## config.mk

```make
export PLATFORM = sky130hd
export DESIGN_NAME = biriscv_ifetch_bridge_flat
export DESIGN_NICKNAME = d
export VERILOG_FILES = /design/src/rtl/biriscv_ifetch_pkg.sv /design/src/rtl/biriscv_ifetch_bridge_if.sv /design/src/rtl/biriscv_ifetch_tagq.sv /design/src/rtl/biriscv_ifetch_bridge.sv /design/src/flat_wrapper.sv
export SDC_FILE = /design/constraint.sdc
export NUM_CORES = 1
export LEC_CHECK = 0
export CORE_MARGIN = 3
export CORE_UTILIZATION = 35
export DETAILED_ROUTE_END_ITERATION = 16
export MAX_ROUTING_LAYER = met4
export PLACE_DENSITY = 0.79
export SETUP_SLACK_MARGIN = 0.05
export SLEW_MARGIN = 15
export SYNTH_ARGS = -nofsm -noshare
export SYNTH_HDL_FRONTEND = slang
export SYNTH_SLANG_ARGS = --single-unit
```

## constraint.sdc

```tcl
create_clock -name clk_i -period 1.9 [get_ports clk_i]
set_input_delay 0.285 -clock clk_i [delete_from_list [all_inputs] [get_ports clk_i]]
set_output_delay 0.285 -clock clk_i [all_outputs]
set_load 0.03 [all_outputs]
```

## src/rtl/biriscv_ifetch_pkg.sv

```systemverilog
// Shared definitions for the instruction-fetch bridge: FSM state encoding,
// fetch alignment and the width of the per-request tag.
package biriscv_ifetch_pkg;

    // Memory reads are 64 bits wide, so fetch addresses are 8-byte aligned
    localparam int FETCH_ALIGN_W = 3;

    // One bit per outstanding request: 1 = answered locally (range error)
    localparam int TAG_W = 1;

    typedef enum logic [1:0] {
        STATE_RUN   = 2'd0,
        STATE_DRAIN = 2'd1,
        STATE_FLUSH = 2'd2
    } state_e;

endpackage

```

## src/rtl/biriscv_ifetch_bridge_if.sv

```systemverilog
// Fetch-side (icache replacement) and memory-side signals of the bridge.
// slave: the bridge's view. master: the frontend/memory environment's view.
interface biriscv_ifetch_bridge_if;
    logic        icache_rd_i;
    logic [31:0] icache_pc_i;
    logic [1:0]  icache_priv_i;
    logic        icache_flush_i;
    logic        icache_invalidate_i;
    logic        icache_accept_o;
    logic        icache_valid_o;
    logic [63:0] icache_inst_o;
    logic        icache_error_o;
    logic        icache_page_fault_o;
    logic        mem_rd_o;
    logic [31:0] mem_addr_o;
    logic        mem_accept_i;
    logic        mem_valid_i;
    logic [63:0] mem_data_i;
    logic        mem_error_i;
    logic        mem_flush_o;

    modport slave (
        input  icache_rd_i, icache_pc_i, icache_priv_i, icache_flush_i, icache_invalidate_i,
        output icache_accept_o, icache_valid_o, icache_inst_o, icache_error_o, icache_page_fault_o,
        output mem_rd_o, mem_addr_o, mem_flush_o,
        input  mem_accept_i, mem_valid_i, mem_data_i, mem_error_i
    );

    modport master (
        output icache_rd_i, icache_pc_i, icache_priv_i, icache_flush_i, icache_invalidate_i,
        input  icache_accept_o, icache_valid_o, icache_inst_o, icache_error_o, icache_page_fault_o,
        input  mem_rd_o, mem_addr_o, mem_flush_o,
        output mem_accept_i, mem_valid_i, mem_data_i, mem_error_i
    );
endinterface

```

## src/rtl/biriscv_ifetch_tagq.sv

```systemverilog
// In-order tag FIFO for outstanding fetches. One entry per accepted request,
// popped when its response retires. count doubles as the outstanding counter.
module biriscv_ifetch_tagq
    import biriscv_ifetch_pkg::*;
#(
    parameter int DEPTH = 2,
    parameter int CNT_W = 2
) (
    input  logic             clk_i,
    input  logic             rst_ni,
    input  logic             push,
    input  logic [TAG_W-1:0] push_tag,
    input  logic             pop,
    output logic [TAG_W-1:0] head,
    output logic [TAG_W-1:0] tail,
    output logic [CNT_W-1:0] count
);
    localparam int PTR_W = (DEPTH > 1) ? $clog2(DEPTH) : 1;
    localparam logic [PTR_W-1:0] PTR_LAST = PTR_W'(DEPTH - 1);

    logic [TAG_W-1:0] entry_q [DEPTH];
    logic [PTR_W-1:0] wr_ptr_q, rd_ptr_q, tail_ptr;

    // Depth need not be a power of two, so wrap explicitly
    function automatic logic [PTR_W-1:0] ptr_inc(input logic [PTR_W-1:0] p);
        return (p == PTR_LAST) ? '0 : p + PTR_W'(1);
    endfunction

    assign tail_ptr = (wr_ptr_q == '0) ? PTR_LAST : wr_ptr_q - PTR_W'(1);
    assign head     = entry_q[rd_ptr_q];
    assign tail     = entry_q[tail_ptr];

    // Storage, pointers and occupancy; push and pop may coincide
    always_ff @(posedge clk_i or negedge rst_ni) begin
        if (!rst_ni) begin
            wr_ptr_q <= '0;
            rd_ptr_q <= '0;
            count    <= '0;
            for (int i = 0; i < DEPTH; i++) entry_q[i] <= '0;
        end else begin
            if (push) begin
                entry_q[wr_ptr_q] <= push_tag;
                wr_ptr_q          <= ptr_inc(wr_ptr_q);
            end
            if (pop) rd_ptr_q <= ptr_inc(rd_ptr_q);
            case ({push, pop})
                2'b10:   count <= count + CNT_W'(1);
                2'b01:   count <= count - CNT_W'(1);
                default: count <= count;
            endcase
        end
    end
endmodule

```

## src/rtl/biriscv_ifetch_bridge.sv

```systemverilog
// Fetch bridge: turns frontend fetch requests into 64-bit uncached reads with
// in-order responses, a bounded outstanding count, and drain-then-flush.
// Optional: define BIRISCV_IFETCH_RANGE_CHECK_EN to answer fetches outside
// [EXEC_BASE, EXEC_BASE+EXEC_SIZE) locally with error=1 and no memory read.
module biriscv_ifetch_bridge
    import biriscv_ifetch_pkg::*;
#(
    parameter int          MAX_OUTSTANDING = 2,
    parameter int          OUTSTANDING_W   = 2,
    parameter logic [31:0] EXEC_BASE       = 32'h0000_0000,
    parameter logic [31:0] EXEC_SIZE       = 32'h8000_0000
) (
    input  logic                   clk_i,
    input  logic                   rst_ni,
    biriscv_ifetch_bridge_if.slave bus
);
    localparam logic [OUTSTANDING_W-1:0] MAX_CNT = OUTSTANDING_W'(MAX_OUTSTANDING);
    localparam logic [OUTSTANDING_W-1:0] CNT_ONE = OUTSTANDING_W'(1);

    state_e                   state_q, state_d;
    logic                     flush_in, local_err, can_issue, accept, retire;
    logic                     head_local, tail_local, drain_done;
    logic [TAG_W-1:0]         head_tag, tail_tag;
    logic [OUTSTANDING_W-1:0] count;
    logic                     resp_valid_q, resp_err_q;
    logic [63:0]              resp_inst_q;
    logic                     unused_in;

    assign unused_in = ^{bus.icache_priv_i, bus.icache_pc_i[FETCH_ALIGN_W-1:0]};
    assign flush_in  = bus.icache_flush_i | bus.icache_invalidate_i;

    biriscv_ifetch_tagq #(
        .DEPTH (MAX_OUTSTANDING),
        .CNT_W (OUTSTANDING_W)
    ) u_tagq (
        .clk_i    (clk_i),
        .rst_ni   (rst_ni),
        .push     (accept),
        .push_tag (TAG_W'(local_err)),
        .pop      (retire),
        .head     (head_tag),
        .tail     (tail_tag),
        .count    (count)
    );

`ifdef BIRISCV_IFETCH_RANGE_CHECK_EN
    logic [32:0] win_end, pc_ext;
    assign pc_ext     = {1'b0, bus.icache_pc_i};
    assign win_end    = {1'b0, EXEC_BASE} + {1'b0, EXEC_SIZE};
    assign local_err  = ~((pc_ext >= {1'b0, EXEC_BASE}) & (pc_ext < win_end));
    assign head_local = (count != '0) & head_tag[0];
    assign tail_local = (count != '0) & tail_tag[0];
`else
    // Every fetch goes to memory; tags are constant 0 so only the count matters
    logic unused_cfg;
    assign unused_cfg = ^{head_tag, tail_tag, EXEC_BASE, EXEC_SIZE};
    assign local_err  = 1'b0;
    assign head_local = 1'b0;
    assign tail_local = 1'b0;
`endif

    // Never issue behind a local entry: memory cannot be stalled while it sits at the head
    assign can_issue = rst_ni & (state_q == STATE_RUN) & ~flush_in
                     & (count < MAX_CNT) & ~tail_local;
    assign accept    = bus.icache_rd_i & can_issue & (local_err | bus.mem_accept_i);
    assign retire    = (count != '0) & (head_local | bus.mem_valid_i);

    // In DRAIN nothing is accepted, so the post-retire count is count - retire
    assign drain_done = (count == '0) | ((count == CNT_ONE) & retire);

    assign bus.mem_rd_o            = bus.icache_rd_i & can_issue & ~local_err;
    assign bus.mem_addr_o          = {bus.icache_pc_i[31:FETCH_ALIGN_W], {FETCH_ALIGN_W{1'b0}}};
    assign bus.mem_flush_o         = (state_q == STATE_FLUSH);
    assign bus.icache_accept_o     = accept;
    assign bus.icache_valid_o      = resp_valid_q;
    assign bus.icache_inst_o       = resp_inst_q;
    assign bus.icache_error_o      = resp_err_q;
    assign bus.icache_page_fault_o = 1'b0;

    // Register the retiring response so it appears for exactly one cycle
    always_ff @(posedge clk_i or negedge rst_ni) begin
        if (!rst_ni) begin
            resp_valid_q <= 1'b0;
            resp_inst_q  <= '0;
            resp_err_q   <= 1'b0;
        end else begin
            resp_valid_q <= retire;
            if (retire) begin
                resp_inst_q <= head_local ? 64'd0 : bus.mem_data_i;
                resp_err_q  <= head_local | bus.mem_error_i;
            end
        end
    end

    // State register
    always_ff @(posedge clk_i or negedge rst_ni) begin
        if (!rst_ni) state_q <= STATE_RUN;
        else         state_q <= state_d;
    end

    // Next state: flush drains outstanding work, then pulses downstream once
    always_comb begin
        state_d = state_q;
        unique case (state_q)
            STATE_RUN:   if (flush_in) state_d = STATE_DRAIN;
            STATE_DRAIN: if (drain_done) state_d = STATE_FLUSH;
            STATE_FLUSH: state_d = STATE_RUN;
            default:     state_d = STATE_RUN;
        endcase
    end
endmodule

```

## src/flat_wrapper.sv

```systemverilog
// flat-port wrapper written by rule: the top's interface ports become plain ports
module biriscv_ifetch_bridge_flat import biriscv_ifetch_pkg::*;
#(
    parameter int          MAX_OUTSTANDING = 2,
    parameter int          OUTSTANDING_W   = 2,
    parameter logic [31:0] EXEC_BASE       = 32'h0000_0000,
    parameter logic [31:0] EXEC_SIZE       = 32'h8000_0000
)
  (clk_i, rst_ni, bus_icache_rd_i, bus_icache_pc_i, bus_icache_priv_i, bus_icache_flush_i, bus_icache_invalidate_i, bus_icache_accept_o, bus_icache_valid_o, bus_icache_inst_o, bus_icache_error_o, bus_icache_page_fault_o, bus_mem_rd_o, bus_mem_addr_o, bus_mem_flush_o, bus_mem_accept_i, bus_mem_valid_i, bus_mem_data_i, bus_mem_error_i);
  biriscv_ifetch_bridge_if bus_i ();
  input  logic clk_i;
  input  logic rst_ni;
  input wire logic [$bits(bus_i.icache_rd_i)-1:0] bus_icache_rd_i;
  input wire logic [$bits(bus_i.icache_pc_i)-1:0] bus_icache_pc_i;
  input wire logic [$bits(bus_i.icache_priv_i)-1:0] bus_icache_priv_i;
  input wire logic [$bits(bus_i.icache_flush_i)-1:0] bus_icache_flush_i;
  input wire logic [$bits(bus_i.icache_invalidate_i)-1:0] bus_icache_invalidate_i;
  output wire logic [$bits(bus_i.icache_accept_o)-1:0] bus_icache_accept_o;
  output wire logic [$bits(bus_i.icache_valid_o)-1:0] bus_icache_valid_o;
  output wire logic [$bits(bus_i.icache_inst_o)-1:0] bus_icache_inst_o;
  output wire logic [$bits(bus_i.icache_error_o)-1:0] bus_icache_error_o;
  output wire logic [$bits(bus_i.icache_page_fault_o)-1:0] bus_icache_page_fault_o;
  output wire logic [$bits(bus_i.mem_rd_o)-1:0] bus_mem_rd_o;
  output wire logic [$bits(bus_i.mem_addr_o)-1:0] bus_mem_addr_o;
  output wire logic [$bits(bus_i.mem_flush_o)-1:0] bus_mem_flush_o;
  input wire logic [$bits(bus_i.mem_accept_i)-1:0] bus_mem_accept_i;
  input wire logic [$bits(bus_i.mem_valid_i)-1:0] bus_mem_valid_i;
  input wire logic [$bits(bus_i.mem_data_i)-1:0] bus_mem_data_i;
  input wire logic [$bits(bus_i.mem_error_i)-1:0] bus_mem_error_i;
  assign bus_i.icache_rd_i = bus_icache_rd_i;
  assign bus_i.icache_pc_i = bus_icache_pc_i;
  assign bus_i.icache_priv_i = bus_icache_priv_i;
  assign bus_i.icache_flush_i = bus_icache_flush_i;
  assign bus_i.icache_invalidate_i = bus_icache_invalidate_i;
  assign bus_icache_accept_o = bus_i.icache_accept_o;
  assign bus_icache_valid_o = bus_i.icache_valid_o;
  assign bus_icache_inst_o = bus_i.icache_inst_o;
  assign bus_icache_error_o = bus_i.icache_error_o;
  assign bus_icache_page_fault_o = bus_i.icache_page_fault_o;
  assign bus_mem_rd_o = bus_i.mem_rd_o;
  assign bus_mem_addr_o = bus_i.mem_addr_o;
  assign bus_mem_flush_o = bus_i.mem_flush_o;
  assign bus_i.mem_accept_i = bus_mem_accept_i;
  assign bus_i.mem_valid_i = bus_mem_valid_i;
  assign bus_i.mem_data_i = bus_mem_data_i;
  assign bus_i.mem_error_i = bus_mem_error_i;
  biriscv_ifetch_bridge #(.MAX_OUTSTANDING(MAX_OUTSTANDING), .OUTSTANDING_W(OUTSTANDING_W), .EXEC_BASE(EXEC_BASE), .EXEC_SIZE(EXEC_SIZE)) u_core (.clk_i(clk_i), .rst_ni(rst_ni), .bus(bus_i));
endmodule
```

Word level (Yosys, flattened, before mapping) --
Cells that the tools add are included.
Operators by class: add/sub/neg operators 2, $lt $le $gt $ge 1, equality and inequality tests 7, mux-type cells 4, bitwise gates (word level) 10, reductions and logical operators 5
Operators with widths (number):
- case mux 2 bit (2 select lines) | 2
- AND 1 bit | 7
- == test 2 x 1 -> 1 bit, second input constant | 3
- == test 2 bit, second input constant | 2
- logical NOT 2 bit | 2
- two-way mux 2 bit | 2
- inequality test 2 x 1 -> 1 bit, second input constant | 2
- nonzero test 2 bit | 2
- adder 2 x 1 -> 2 bit, second input constant | 1
- less-than comparator 2 bit, second input constant | 1
- bitwise OR 1 bit | 2
- AND reduction 2 bit | 1
- subtractor 2 x 1 -> 2 bit, second input constant | 1
- NOT 1 bit | 1
Word-level totals: flip-flop bits (word level) 70, output and inout port bits 102, logic and storage cells 34

Logic depth before layout (Yosys ltp) --
Gate-level depths: netlist of the first run.
depth in word-level cells 8, gate-level depth with buffers 8, depth with buffers taken out 6

Modules after synthesis --
Synthesis of the first run repeated with hierarchy kept, for this count alone.
Second synthesis, totals: cell total of the unflattened synthesis 206, area total of the unflattened synthesis 3238.1 um^2
Modules (own cells, without submodules):
- biriscv_ifetch_bridge | times used 1, cells each 186, area an instance 2971.6 um^2
- biriscv_ifetch_tagq | times used 1, cells each 20, area an instance 266.5 um^2

Worst setup path after synthesis of the first run --
No wires, ideal clock.
kind reg2reg, start point register u_core.u_tagq.count[0], end point register u_core.u_tagq.count[1], setup time 0.127 ns, arrival 1.451 ns, required time 1.773 ns, path slack 0.322 ns, stages on the path, launching flop included 9, path buffers 2, period minus slack after synthesis 1.578 ns, cell sequence dfrtp_1 > inv_1 > ha_1 > nor2b_4 > buf_12 > buf_12 > ha_1 > nand2_1 > o21ai_0
RTL lines:
- from (decl) | line biriscv_ifetch_tagq.sv:16 | output logic [CNT_W-1:0] count
- from (signal assigned) | line biriscv_ifetch_tagq.sv:47 | 2'b10: count <= count + CNT_W'(1);
- from (signal assigned) | line biriscv_ifetch_tagq.sv:48 | 2'b01: count <= count - CNT_W'(1);
- from (signal assigned) | line biriscv_ifetch_tagq.sv:49 | default: count <= count;
- nonzero test 2 bit * | line biriscv_ifetch_bridge.sv:66 | assign retire = (count != '0) & (head_local | bus.mem_valid_i);
- AND 1 bit * | line biriscv_ifetch_bridge.sv:66
- named net u_core.retire | line biriscv_ifetch_bridge.sv:21 | logic flush_in, local_err, can_issue, accept, retire;
- == test 2 x 1 -> 1 bit or == test 2 bit (tied branches) | line biriscv_ifetch_tagq.sv:46 | case ({push, pop})
- case mux 2 bit (2 select lines) or nonzero test 2 bit (tied branches)
The timed path passes the listed nets; every way through them passes the cells marked *. A chain may end at the register's enable or synchronous reset.

Worst setup path in the final report of the first run --
start point register u_core.u_tagq.count[1], end point output bus_icache_accept_o
On the way: cells in the longest elaborated chain, start to end 4
Ends and longest elaborated chain:
- less-than comparator 2 bit | line biriscv_ifetch_bridge.sv:64 | & (count < MAX_CNT) & ~tail_local;
- AND 1 bit | line biriscv_ifetch_bridge.sv:64
- AND 1 bit (2 in a row) | line biriscv_ifetch_bridge.sv:65 | assign accept = bus.icache_rd_i & can_issue & (local_err | bus.mem_accept_i);
- to (decl) | line flat_wrapper.sv:18 | output wire logic [$bits(bus_i.icache_accept_o)-1:0] bus_icache_accept_o;
No other way between the ends.

==> impl_metrics.json, run 1 <==
{
  "clockBufferDepth": 2,
  "hpwl_mm": 5.077,
  "drt_first_pass_iters": 3,
  "dp_cells": 410,
  "outcome": "completed",
  "setup_viol": 0,
  "hp-class": "input pin to async pin",
  "antenna_found_initial": 0,
  "netlist_top_cells_area": "dfrtp_1 56%, mux2_4 19%, mux2_2 9.3%",
  "diodes": 0,
  "grt_pass1_vias": 2156,
  "area_growth_pct": 46.12,
  "leakage_nw": 2.003,
  "crit_path_end_kind": "output pin",
  "n_fill_cell": 715,
  "synth-edff-count": 0,
  "crit_fanout": 3,
  "grt_max_degree": 37,
  "avgSynthCellArea_um2": 16.12,
  "num_rows": 33,
  "grt_pass1_wl_mm": 11.10,
  "fp.dieH_um": 100.8,
  "hold_buffers": 0,
  "clkTransAtPathRegs_ns": 0.07,
  "fp.dieW_um": 100.8,
  "setup_ws_ns": 0.08386,
  "ant_nets": 0,
  "fin_worst_skew_ns": 0.005373,
  "stdcell_count": 425,
  "synth_top_area_share_pct": 55.71,
  "cellPowerDensity_nw_per_um2": 1818,
  "port_buffers": 140,
  "required_ns": 1.62,
  "synth.most_common_cell": "dfrtp_1",
  "place_ws_ns": -0.02361,
  "htreeDepth": 3,
  "ys_seq_elements": 70,
  "via_per_inst": 4.560,
  "synth_flop_cell": "dfrtp_1",
  "route.vias.total": 1938,
  "multi_input_area_um2": 1054,
  "reg2reg_slack_ns": 0.21,
  "drc_errors": 0,
  "cts.sinks": 70,
  "place.gp.congestion": 0.6878,
  "rsz0062_at_grt": "true",
  "final.period_utilization_pct": 95.59,
  "nets": 426,
  "die-area_um2": 10160,
  "insertion_delay_ns": 0.33,
  "drt_iter0_drc": 14,
  "yosys-top-cells-count": "70 x dfrtp_1, 39 x mux2_4, 35 x buf_4",
  "cp-start-kind": "flip-flop",
  "wl_per_cell_um": 16.24,
  "grt-ovfl-total": 0,
  "power_mw": 8.352,
  "initial_core_util_pct": 37.15,
  "async_flop_share_pct": 100.0,
  "core_area_um2": 8464,
  "syn-instance-count": 195,
  "root_buffer": "clkbuf_8",
  "drive_above_1_share_pct": 28.44,
  "yosysTopAreaCell": "dfrtp_1",
  "maxCapViolCount": 0,
  "yosysUniqueCellTypes": 21,
  "drt-total-wl_mm": 6.901,
  "netlist_area_um2": 3144,
  "ir_worst_vdd_uv": 737.9,
  "ios": 208,
  "grt_usage_pct": 14.55,
  "numCtsBuffers": 9,
  "ys_seq_area_share_pct": 55.71,
  "synth_warnings": 0,
  "slew_viol_final": 0,
  "min_period_ns": 1.816,
  "fin_util_pct": 54.28,
  "arrival_ns": 1.53,
  "finalSetupTns_ns": 0,
  "register_area_um2": 1752,
  "hold_viol_final": 0,
  "fmax_ghz": 0.5506,
  "cts_tree": "done",
  "critPathKind": "flip-flop to output pin"
}
==> cell families (layout without fill, tap and decap cells) <==
group,after synthesis,in the layout,share of synthesized area (%)
compound gates,3,3,0.6367
xor+xnor,2,2,0.5572
mux,65,65,27.93
flops,70,70,55.71
buf+inv,42,164,11.78
simple gates,9,9,2.069
other cells,1,4,0.1193
fa+ha+maj,3,3,1.194
==> layout make-up <==
cell class / instances / share of cell area, %
flip-flops and latches: 70 / 38.13
well taps: 105 / 2.859
clock buffers: 12 / 3.159
inverters: 2 / 0.1634
multi-input cells: 86 / 22.93
repair buffers: 148 / 32.54
clock inverters: 2 / 0.2179
==> path summary, 6_finish.rpt <==
path | from | to | depth (start not counted)
max in group asynchronous | rst_ni | u_core.u_tagq.count[1]$_DFFE_PN0P_ | 3
min in group clk_i | u_core.bus.icache_inst_o[26]$_DFFE_PN0P_ | u_core.bus.icache_inst_o[26]$_DFFE_PN0P_ | 1
min | rst_ni | u_core.bus.icache_inst_o[12]$_DFFE_PN0P_ | 2
max reg2reg | u_core.u_tagq.count[1]$_DFFE_PN0P_ | u_core.bus.icache_inst_o[21]$_DFFE_PN0P_ | 5
min reg2reg | u_core.bus.icache_inst_o[26]$_DFFE_PN0P_ | u_core.bus.icache_inst_o[26]$_DFFE_PN0P_ | 1
max | u_core.u_tagq.count[1]$_DFFE_PN0P_ | bus_icache_accept_o | 4
==> critical path: stages, from the launching register on <==
cell and delay, ns:
dfrtp_1 0.42, nor4bb_4 0.32, buf_4 0.16, and3_4 0.17, buf_6 0.13
==> state kept, by name, indices dropped and copies added, names as in the netlist <==
signal and count:
u_core.bus.icache_inst_o 64, u_core.state_q 2, u_core.u_tagq.count 2, u_core.bus.icache_error_o 1
u_core.bus.icache_valid_o 1
==> cells in the final DEF (no fill, tap or decap), types with 2 or more instances in the layout <==
cell type,instances
ha_1,3
xnor2_1,2
clkbuf_8,10
buf_4,5
conb_1,4
clkinv_2,2
mux2_4,39
clkbuf_1,2
mux2_2,26
clkdlybuf4s50_1,136
dfrtp_1,70
buf_6,2
buf_12,3
inv_1,2
==> metrics by stage <==
| step | area [µm²] | hold slack (ns) |
|---|---|---|
| finish | 4594 | 0.07791 |
| global route | 4594 | 0.09520 |
| CTS | 4582 | 0.08276 |
| detailed placement | 4405 | 0.4516 |
| global placement | 4405 | 0.4576 |
| floorplan | 3156 | -0.01059 |
==> per-layer routing <==
metal,track usage [%],vias to the layer above,wire length (µm)
met1,18.02,950,2891
li1,-,869,-
met4,5.907,0,93
met2,22.43,102,3304
met5,-,-,0
met3,4.152,17,612
==> what timing repair did <==
item	4_1_cts	5_1_grt
endpoints found under the setup margin	2	2
setup buffers	1	0
endpoints found under the hold margin	0	0
gates resized for setup	3	3
pin swaps	0	2
==> power breakdown <==
group	leakage, nW	switching (mW)	internal (mW)
Clock	0.0821	0.510	0.492
Combinational	1.10	2.33	2.36
Sequential	0.819	0.417	2.23
No activity file was read; power rests on OpenSTA's default activity.
==> run 2: changes to the inputs <==
Settings changed: CORE_MARGIN 3 to 5, CORE_UTILIZATION 35 to 30, PLACE_DENSITY 0.79 to 0.69.
==> run 2 against run 1 <==
Compared with the run above:
- sequential power is essentially flat
- core utilization down 9.4 points
- final cell count is 6.8% higher
- critical path depth unchanged
- first-iteration DRC count rose to 3.5 times the previous value
- clock power is essentially flat
- sequential share of layout area is 0.16 points lower
- count of clock-buffer cells in the layout fell by 2
- power decreased by 0.21%
==> impl_metrics.json, run 2 (synthesis gave the netlist of run 1 again) <==
{
  "drt_iter0_drc": 49,
  "fin_util_pct": 44.92,
  "leakage_nw": 1.987,
  "wl_per_cell_um": 15.70,
  "area_growth_pct": 46.84,
  "final.period_utilization_pct": 95.43,
  "fp.dieW_um": 112.4,
  "htreeDepth": 3,
  "crit_path_end_kind": "output pin",
  "cp-start-kind": "flip-flop",
  "drc_errors": 0,
  "rsz0062_at_grt": "true",
  "initial_core_util_pct": 30.59,
  "drt_first_pass_iters": 4,
  "cts.sinks": 70,
  "cts_tree": "done",
  "port_buffers": 140,
  "maxCapViolCount": 0,
  "place_area_um2": 4427,
  "crit_fanout": 3,
  "hp-class": "input pin to async pin",
  "path_cells": "nor4bb_4 -> buf_4 -> and3_4 -> buf_6",
  "arrival_ns": 1.53,
  "fin_worst_skew_ns": 0.006906,
  "finalSetupTns_ns": 0,
  "critical_path.slowest_cell": "dfrtp_2",
  "r2r_cells": 5,
  "required_ns": 1.62,
  "clockBufferDepth": 2,
  "place.gp.congestion": 0.7138,
  "ir_worst_vdd_uv": 719.1,
  "r2r-end": "u_core.bus.icache_inst_o[60]$_DFFE_PN0P_",
  "tightest_slew_ns": 0.8696,
  "via_per_inst": 4.198,
  "num_rows": 37,
  "cellPowerDensity_nw_per_um2": 1805,
  "worst-path-buf-inv": 2,
  "diodes": 0,
  "antenna_found_initial": 0,
  "regToRegStartpoint": "u_core.u_tagq.count[0]$_DFFE_PN0P_",
  "n_fill_cell": 945,
  "max_stage_delay_ns": 0.44,
  "clkTransAtPathRegs_ns": 0.08,
  "grt_pass1_vias": 2212,
  "setup_viol": 0,
  "ios": 208,
  "outcome": "completed",
  "hold_viol_final": 0,
  "route.vias.total": 1906,
  "layout_commonest_cell": "clkdlybuf4s50_1",
  "min_period_ns": 1.813,
  "relSlewSlack_pct": 42.02,
  "cp_top_family": "simple AND/OR/NAND/NOR gates",
  "hpwl_mm": 5.224,
  "drt-total-wl_mm": 7.128,
  "grt_max_degree": 71,
  "fmax_ghz": 0.5515,
  "drive_above_1_share_pct": 28.93,
  "reg2reg_slack_ns": 0.25,
  "largest_register_ff_count": 64,
  "die-area_um2": 12630,
  "slew_viol_final": 0,
  "grt-ovfl-total": 0,
  "final_cell_mix": "136 x clkdlybuf4s50_1, 69 x dfrtp_1, 39 x mux2_4, 26 x mux2_2, 10 x clkbuf_8",
  "ant_nets": 0,
  "root_buffer": "clkbuf_8",
  "postLayoutCellArea_um2": 4617,
  "holdWs_ns": 0.1979,
  "fp.dieH_um": 112.4,
  "hold_buffers": 0,
  "grt_pass1_wl_mm": 11.62,
  "critPathKind": "flip-flop to output pin",
  "numCtsBuffers": 9,
  "insertion_delay_ns": 0.32,
  "nets": 424,
  "core_area_um2": 10280,
  "grt_usage_pct": 11.79
}
[run 2: changes by cell type in the layout (fill, tap and decap cells not counted)]
cell        change
clkbuf_1        -2
clkinvlp_4      +2
buf_12          -1
buf_2           -1
dfrtp_1         -1
dfrtp_2         +1
[run 2: worst max path at each step]
stage                                                   from                            endpoint  slack (ns)  cells past startpoint
final                     u_core.u_tagq.count[1]$_DFFE_PN0P_                 bus_icache_accept_o        0.09                      4
after global routing      u_core.u_tagq.count[1]$_DFFE_PN0P_                 bus_icache_accept_o       -0.02                      4
after global placement                       bus_icache_rd_i  u_core.u_tagq.count[1]$_DFFE_PN0P_        0.07                      6
after floorplan           u_core.u_tagq.count[0]$_DFFE_PN0P_  u_core.u_tagq.count[1]$_DFFE_PN0P_        0.32                      8
after detailed placement                     bus_icache_rd_i  u_core.u_tagq.count[1]$_DFFE_PN0P_        0.03                      6
after CTS                      u_core.state_q[1]$_DFFE_PN0P_                 bus_icache_accept_o        0.03                      4
[run 2: routing by layer]
layer / part of all wire (%) / track usage, %
met1: 44 / 14.72
met2: 47 / 17.56
met3: 7.3 / 4.151
met4: 1.3 / 4.567
met5: 0 / -
[run 2: cell type report]
type                       count  area, µm²  area share (%)
sequential                    70       1753           37.97
timing repair buffer         146       1470           31.84
multi-input combinational     86       1054           22.82
tap                          136      170.2           3.686
clock buffer                  10      137.6           2.981
clock inverter                 4      25.02          0.5420
inverter                       2      7.507          0.1626
[run 2: where the power goes]
| group | switching (mW) | internal (mW) |
|---|---|---|
| sequential | 0.418 | 2.24 |
| combinational | 2.32 | 2.34 |
| clock | 0.536 | 0.490 |
[run 2: repair_timing]
| action | in CTS | in global routing |
|---|---|---|
| endpoints found under the setup margin | 3 | 2 |
| hold endpoints to repair | 0 | 0 |
| pin swaps | 0 | 2 |
| gates resized for setup | 2 | 5 |
| buffers inserted | 0 | 0 |
[run 2: metrics by stage]
step / instances / power [mW] / setup WS (ns)
3_5_place_dp: 440 / 7.375 / 0.03465
2_1_floorplan: 198 / 5.664 / 0.3220
4_1_cts: 454 / 8.470 / 0.03055
3_3_place_gp: 440 / 7.304 / 0.06623
6_report: 454 / 8.334 / 0.08679
5_1_grt: 454 / 8.794 / -0.02025
